===== src/rtl/pipe_ctrl_pkg.sv =====
// pipe_ctrl_pkg: shared types and constants for the pipeline stall/flush sequencer.
// Used by pipeline_ctrl (top) and load_use_detect.
package pipe_ctrl_pkg;

  // Sequencer states; the encoding is visible on the ctrl_state debug port.
  typedef enum logic [1:0] {
    INIT     = 2'd0,
    RUN      = 2'd1,
    MEM_WAIT = 2'd2
  } ctrl_state_e;

  // x0 is hard-wired to zero, so a load targeting it never creates a hazard.
  localparam logic [4:0] REG_X0 = 5'd0;

  // The six pipeline-register controls, bundled for top-level wiring.
  typedef struct packed {
    logic pc_stall;
    logic if_id_stall;
    logic if_id_flush;
    logic id_ex_flush;
    logic ex_mem_stall;
    logic mem_wb_bubble;
  } pipe_ctl_t;

  localparam pipe_ctl_t CTL_IDLE = '0;

  // Whole-pipe freeze while data memory is busy; MEM/WB receives a bubble.
  function automatic pipe_ctl_t ctl_freeze();
    pipe_ctl_t c;
    c               = CTL_IDLE;
    c.pc_stall      = 1'b1;
    c.if_id_stall   = 1'b1;
    c.ex_mem_stall  = 1'b1;
    c.mem_wb_bubble = 1'b1;
    return c;
  endfunction

  // Squash the two wrong-path instructions in IF/ID and ID/EX.
  function automatic pipe_ctl_t ctl_squash();
    pipe_ctl_t c;
    c             = CTL_IDLE;
    c.if_id_flush = 1'b1;
    c.id_ex_flush = 1'b1;
    return c;
  endfunction

  // Hold the front end one cycle and insert a single bubble into EX.
  function automatic pipe_ctl_t ctl_bubble();
    pipe_ctl_t c;
    c             = CTL_IDLE;
    c.pc_stall    = 1'b1;
    c.if_id_stall = 1'b1;
    c.id_ex_flush = 1'b1;
    return c;
  endfunction

endpackage


===== src/rtl/load_use_detect.sv =====
// load_use_detect: combinational load-use hazard comparator. Flags when the
// instruction in ID reads a register that the load currently in EX will write,
// a case the forwarding unit cannot cover.
module load_use_detect
  import pipe_ctrl_pkg::*;
(
  input  logic [4:0] id_rs1_addr,
  input  logic [4:0] id_rs2_addr,
  input  logic       id_uses_rs1,
  input  logic       id_uses_rs2,
  input  logic [4:0] id_ex_rd_addr,
  input  logic       id_ex_memread,
  output logic       load_use
);

  logic [4:0] src_addr [2];
  logic [1:0] src_used;
  logic [1:0] src_hit;

  assign src_addr[0] = id_rs1_addr;
  assign src_addr[1] = id_rs2_addr;
  assign src_used    = {id_uses_rs2, id_uses_rs1};

  // One comparator per source operand of the ID instruction.
  for (genvar gi = 0; gi < 2; gi++) begin : g_src
    assign src_hit[gi] = src_used[gi] & (src_addr[gi] == id_ex_rd_addr);
  end

  assign load_use = id_ex_memread & (id_ex_rd_addr != REG_X0) & (|src_hit);

endmodule


===== src/rtl/pipeline_ctrl.sv =====
// pipeline_ctrl: stall/flush sequencer for the 5-stage pipeline.
// Optional feature macro: PIPE_PERF_CNT_EN adds perf_stall_cycles and
// perf_flush_count counters/ports; without it the design has neither.
module pipeline_ctrl
  import pipe_ctrl_pkg::*;
#(
  parameter int TIMEOUT_W   = 8,
  parameter int MEM_TIMEOUT = 200
) (
  input  logic       clk,
  input  logic       rst_n,
  input  logic [4:0] id_rs1_addr,
  input  logic [4:0] id_rs2_addr,
  input  logic       id_uses_rs1,
  input  logic       id_uses_rs2,
  input  logic [4:0] id_ex_rd_addr,
  input  logic       id_ex_memread,
  input  logic       ex_redirect,
  input  logic       mem_req,
  input  logic       dmem_ready,
  output logic       pc_stall,
  output logic       if_id_stall,
  output logic       if_id_flush,
  output logic       id_ex_flush,
  output logic       ex_mem_stall,
  output logic       mem_wb_bubble,
  output logic [1:0] ctrl_state,
  output logic       mem_timeout_err
`ifdef PIPE_PERF_CNT_EN
  ,
  output logic [31:0] perf_stall_cycles,
  output logic [31:0] perf_flush_count
`endif
);

  localparam logic [TIMEOUT_W-1:0] WD_LIMIT = TIMEOUT_W'(MEM_TIMEOUT);

  ctrl_state_e          state_reg, state_next;
  pipe_ctl_t            ctl;
  logic                 load_use;
  logic                 memstall;
  logic                 wd_active;
  logic [TIMEOUT_W-1:0] wd_count_reg, wd_count_next;
  logic                 timeout_err_reg;

  load_use_detect u_load_use_detect (
    .id_rs1_addr   (id_rs1_addr),
    .id_rs2_addr   (id_rs2_addr),
    .id_uses_rs1   (id_uses_rs1),
    .id_uses_rs2   (id_uses_rs2),
    .id_ex_rd_addr (id_ex_rd_addr),
    .id_ex_memread (id_ex_memread),
    .load_use      (load_use)
  );

  // A dropped mem_req counts as completion, so only an outstanding request stalls.
  assign memstall = mem_req & ~dmem_ready;

  // State register; reset forces a one-cycle INIT flush.
  always_ff @(posedge clk or negedge rst_n) begin
    if (!rst_n) state_reg <= INIT;
    else        state_reg <= state_next;
  end

  // Next-state: stay in MEM_WAIT while the access is outstanding, else run.
  always_comb begin
    state_next = RUN;
    case (state_reg)
      INIT:     state_next = RUN;
      RUN:      state_next = memstall ? MEM_WAIT : RUN;
      MEM_WAIT: state_next = memstall ? MEM_WAIT : RUN;
      default:  state_next = RUN;
    endcase
  end

  // Outputs: memory freeze beats redirect squash beats load-use bubble. The
  // ready cycle out of MEM_WAIT applies any redirect/hazard held during the freeze.
  always_comb begin
    ctl = CTL_IDLE;
    case (state_reg)
      INIT: ctl = ctl_squash();
      RUN, MEM_WAIT: begin
        if (memstall)         ctl = ctl_freeze();
        else if (ex_redirect) ctl = ctl_squash();
        else if (load_use)    ctl = ctl_bubble();
      end
      default: ctl = CTL_IDLE;
    endcase
  end

  // Watchdog counts consecutive MEM_WAIT stall cycles and saturates at the limit.
  assign wd_active = (state_reg == MEM_WAIT) & memstall;

  always_comb begin
    wd_count_next = '0;
    if (wd_active) begin
      wd_count_next = (wd_count_reg == WD_LIMIT) ? wd_count_reg
                                                 : wd_count_reg + TIMEOUT_W'(1);
    end
  end

  // Watchdog counter and sticky timeout flag; only reset clears the flag.
  always_ff @(posedge clk or negedge rst_n) begin
    if (!rst_n) begin
      wd_count_reg    <= '0;
      timeout_err_reg <= 1'b0;
    end else begin
      wd_count_reg <= wd_count_next;
      if (wd_active && (wd_count_next == WD_LIMIT)) timeout_err_reg <= 1'b1;
    end
  end

`ifdef PIPE_PERF_CNT_EN
  logic [31:0] perf_stall_reg;
  logic [31:0] perf_flush_reg;
  logic        redirect_flush;

  // Only a redirect squash counts as a flush; the INIT flush does not.
  assign redirect_flush = ((state_reg == RUN) | (state_reg == MEM_WAIT))
                        & ~memstall & ex_redirect;

  // Free-running performance counters, wrapping modulo 2**32.
  always_ff @(posedge clk or negedge rst_n) begin
    if (!rst_n) begin
      perf_stall_reg <= '0;
      perf_flush_reg <= '0;
    end else begin
      if (ctl.pc_stall) perf_stall_reg <= perf_stall_reg + 32'd1;
      if (redirect_flush) perf_flush_reg <= perf_flush_reg + 32'd1;
    end
  end

  assign perf_stall_cycles = perf_stall_reg;
  assign perf_flush_count  = perf_flush_reg;
`endif

  assign pc_stall        = ctl.pc_stall;
  assign if_id_stall     = ctl.if_id_stall;
  assign if_id_flush     = ctl.if_id_flush;
  assign id_ex_flush     = ctl.id_ex_flush;
  assign ex_mem_stall    = ctl.ex_mem_stall;
  assign mem_wb_bubble   = ctl.mem_wb_bubble;
  assign ctrl_state      = state_reg;
  assign mem_timeout_err = timeout_err_reg;

endmodule


===== config.mk =====
export PLATFORM = sky130hd
export DESIGN_NAME = pipeline_ctrl
export DESIGN_NICKNAME = d
export VERILOG_FILES = /design/src/rtl/pipe_ctrl_pkg.sv /design/src/rtl/load_use_detect.sv /design/src/rtl/pipeline_ctrl.sv
export SDC_FILE = /design/constraint.sdc
export NUM_CORES = 1
export LEC_CHECK = 0
export BUFFER_PORTS_ARGS = -buffer_cell sky130_fd_sc_hd__buf_2
export CAP_MARGIN = 5
export CORE_AREA = 2 2 46 48
export CTS_BUF_LIST = sky130_fd_sc_hd__clkbuf_16
export CTS_CLUSTER_SIZE = 25
export DETAILED_ROUTE_END_ITERATION = 8
export DIE_AREA = 0 0 48 50
export PLACE_DENSITY = 0.84
export REMOVE_ABC_BUFFERS = 1
export SYNTH_ARGS = -nofsm -noshare
export SYNTH_HDL_FRONTEND = slang
export SYNTH_SLANG_ARGS = --single-unit

===== constraint.sdc =====
create_clock -name clk -period 4.58 [get_ports clk]
set_clock_uncertainty 0.05 [all_clocks]
set_input_delay 0.687 -clock clk [delete_from_list [all_inputs] [get_ports clk]]
set_output_delay 0.687 -clock clk [all_outputs]
set_load 0.05 [all_outputs]

==> results.sh <==
export IMPL_outcome="complete, no violations"
export IMPL_port_buffers=31
export IMPL_dieArea_mm2=0.00240
export IMPL_finalPower_uw=324
export IMPL_grt_start_max_net_pins=12
export IMPL_syn_inst=97
export IMPL_drv_slew=0
export IMPL_cap_violations=0
export IMPL_slowest_delay_ps=380
export IMPL_drt_pass1_iterations=4
export IMPL_fillers=175
export IMPL_r2r_cells=5
export IMPL_yosys_warnings=0
export IMPL_pre_cts_slack_ps=1710
export IMPL_syn_area_um2=890
export IMPL_ir_drop_mv=0.242
export IMPL_grt_ovfl_total=0
export IMPL_holdBufCountCts=0
export IMPL_drtIter0Drc=9
export IMPL_endpoint="if_id_stall"
export IMPL_synth_flop_cell="dfrtp_1"
export IMPL_worstPathBufferInverterCount=2
export IMPL_die_h_um=50
export IMPL_viasPerCell=5.30
export IMPL_tritoncts="built"
export IMPL_clkSlewWorstSetupHoldPaths_ps=40
export IMPL_tightest_slew_ps=338
export IMPL_slew_limit_headroom_pct=77.2
export IMPL_start_kind="input port"
export IMPL_hold_violations=0
export IMPL_diodes=0
export IMPL_first_global_vias=764
export IMPL_end_kind="primary output"
export IMPL_synth_edf_count=0
export IMPL_worstPathCellList="buf_2, xor2_1, nor4_1, a32oi_1, o41ai_1, buf_2"
export IMPL_setup_ws_ps=1720
export IMPL_syn_avg_cell_area_um2=9.17
export IMPL_setup_viol=0
export IMPL_clkLatencyLatePin_ps=240
export IMPL_gr_usage_all_layers_pct=17.8
export IMPL_cp_top_family="compound AO/OA/AOI/OAI gates"
export IMPL_cts_sinks=11
export IMPL_mostFrequentLayoutCells="31 x buf_2, 12 x xor2_1, 11 x dfrtp_1"
export IMPL_placedCellCount=148
export IMPL_root_buffer="clkbuf_16"
export IMPL_r2r_start="wd_count_reg[0]"
export IMPL_grt_pass1_wl_mm=3.08
export IMPL_ys_ff_latch=11
export IMPL_clockBufferDepth=2
export IMPL_drcViolationCount=0
export IMPL_max_freq_mhz=349
export IMPL_hold_class="input port to async pin"
export IMPL_core_mm2=0.00190
export IMPL_ys_async_sr_fraction_pct=100
export IMPL_vias=806
export IMPL_hpwl_mm=1.47
export IMPL_rsz0062_at_grt="false"
export IMPL_syn2layout_area_growth_pct=23.9
export IMPL_start_util_pct=46.8
export IMPL_die_w_um=48
export IMPL_final_cell_count_no_fill=152
export IMPL_antenna_left=0
export IMPL_crit_fanout=3
export IMPL_postCtsSetupBuffers=0
export IMPL_path_common_cell="buf_2"
export IMPL_num_rows=16
export IMPL_cts_buffers_inserted=3
export IMPL_seq_area_um2=275
export IMPL_crit_required_ps=3840
export IMPL_synth_seq_area_share_pct=30.9
export IMPL_nets=154
export IMPL_cp_num_cells=6
export IMPL_r2r_end="mem_timeout_err"
export IMPL_num_io_pins=32
export IMPL_drt_total_wl_mm=1.87
export IMPL_multiInputGateArea_um2=524
export IMPL_p_per_area_mw_per_mm2=294
export IMPL_r2r_slack_ps=2650
export IMPL_worstPathArrival_ps=2130
export IMPL_layout_drive_gt1_share_pct=31.2
export IMPL_cpMaxStageDelayCell="o41ai_1"
export IMPL_largest_reg_flops=8
export IMPL_final_period_utilization_pct=62.5
export IMPL_path_class="input port to primary output"
export IMPL_p_leak_nw=0.524
export IMPL_startpoint="id_ex_rd_addr[3]"
export IMPL_layout_commonest_cell="buf_2"
export IMPL_synth_cell_type_count=36
export IMPL_wire_per_inst_um=12.3
export IMPL_antenna_found_initial=0
export IMPL_min_period_ps=2860
export IMPL_gp_congestion=0.839
export IMPL_htreeDepth=1
export IMPL_cts_resized_gates=0
-- cell families (layout without fill, tap and decap cells) --
logic type,count (synthesis),count (layout),synth area share (%)
AO/OA/AOI/OAI,12,12,10.3
adder cells (fa/ha/maj),5,5,7.03
multiplexers,1,1,1.27
AND/OR/NAND/NOR,33,33,21.7
XOR/XNOR,19,19,18.7
buffers and inverters,16,44,10.1
flip-flops,11,11,30.9
-- routing by layer --
layer | global-route usage, % | share of wire [%] | up-vias
li1 | - | - | 394
met1 | 19.2 | 40 | 377
met2 | 31.6 | 52 | 33
met3 | 5.13 | 7.3 | 2
met4 | 5.41 | 0.85 | 0
met5 | 0 | 0 | -
-- cell type report --
| class | instances | share of cell area, % |
|---|---|---|
| multi-input cells | 70 | 47.6 |
| flip-flops and latches | 11 | 25.0 |
| repair buffers | 31 | 14.1 |
| clock buffers | 3 | 6.81 |
| inverters | 9 | 3.06 |
| well taps | 27 | 3.06 |
| clock inverters | 1 | 0.454 |
-- report_power, final --
part	leakage [nW]	total [mW]	switching, mW	internal (mW)
Sequential	0.144	0.100	0.00139	0.0989
Clock	0.0409	0.160	0.0443	0.116
Combinational	0.339	0.0635	0.0431	0.0204
Total	0.524	0.324	0.0888	0.235
-- cells in the mapped netlist, drive strengths merged (2+ instances only) --
cell / n / area [um^2]
nand2: 5 / 18.8
dfrtp: 11 / 275
nor2: 4 / 15.0
ha: 5 / 62.6
inv: 9 / 33.8
nand4: 2 / 12.5
nor4: 2 / 12.5
xnor2: 7 / 61.3
buf: 5 / 41.3
and3: 2 / 12.5
xor2: 12 / 105
a21oi: 2 / 10.0
nor3: 5 / 25.0
o21ai: 2 / 10.0
nand3: 3 / 15.0
and4: 2 / 17.5
or4: 2 / 18.8
-- worst min-delay path by stage --
stage,start,endpoint,cells after the start
3_5_place_dp,rst_n,wd_count_reg[5],1
3_3_place_gp,rst_n,wd_count_reg[4],1
2_1_floorplan,rst_n,ctrl_state[0],0
4_1_cts,rst_n,wd_count_reg[2],1
5_1_grt,rst_n,wd_count_reg[4],1
6_report,rst_n,wd_count_reg[3],1
-- stage by stage --
stage / hold slack, ps / util, % / TNS (ps) / cell area, um^2
2_1_floorplan: 341 / - / -1010 / 833
3_3_place_gp: 514 / 53.8 / 0 / 1020
4_1_cts: 272 / 58.0 / 0 / 1100
5_1_grt: 282 / 58.0 / 0 / 1100
6_report: 261 / 58.0 / 0 / 1100
3_5_place_dp: 520 / 53.8 / 0 / 1020
Note: power is estimated with default switching activity, not from simulation.
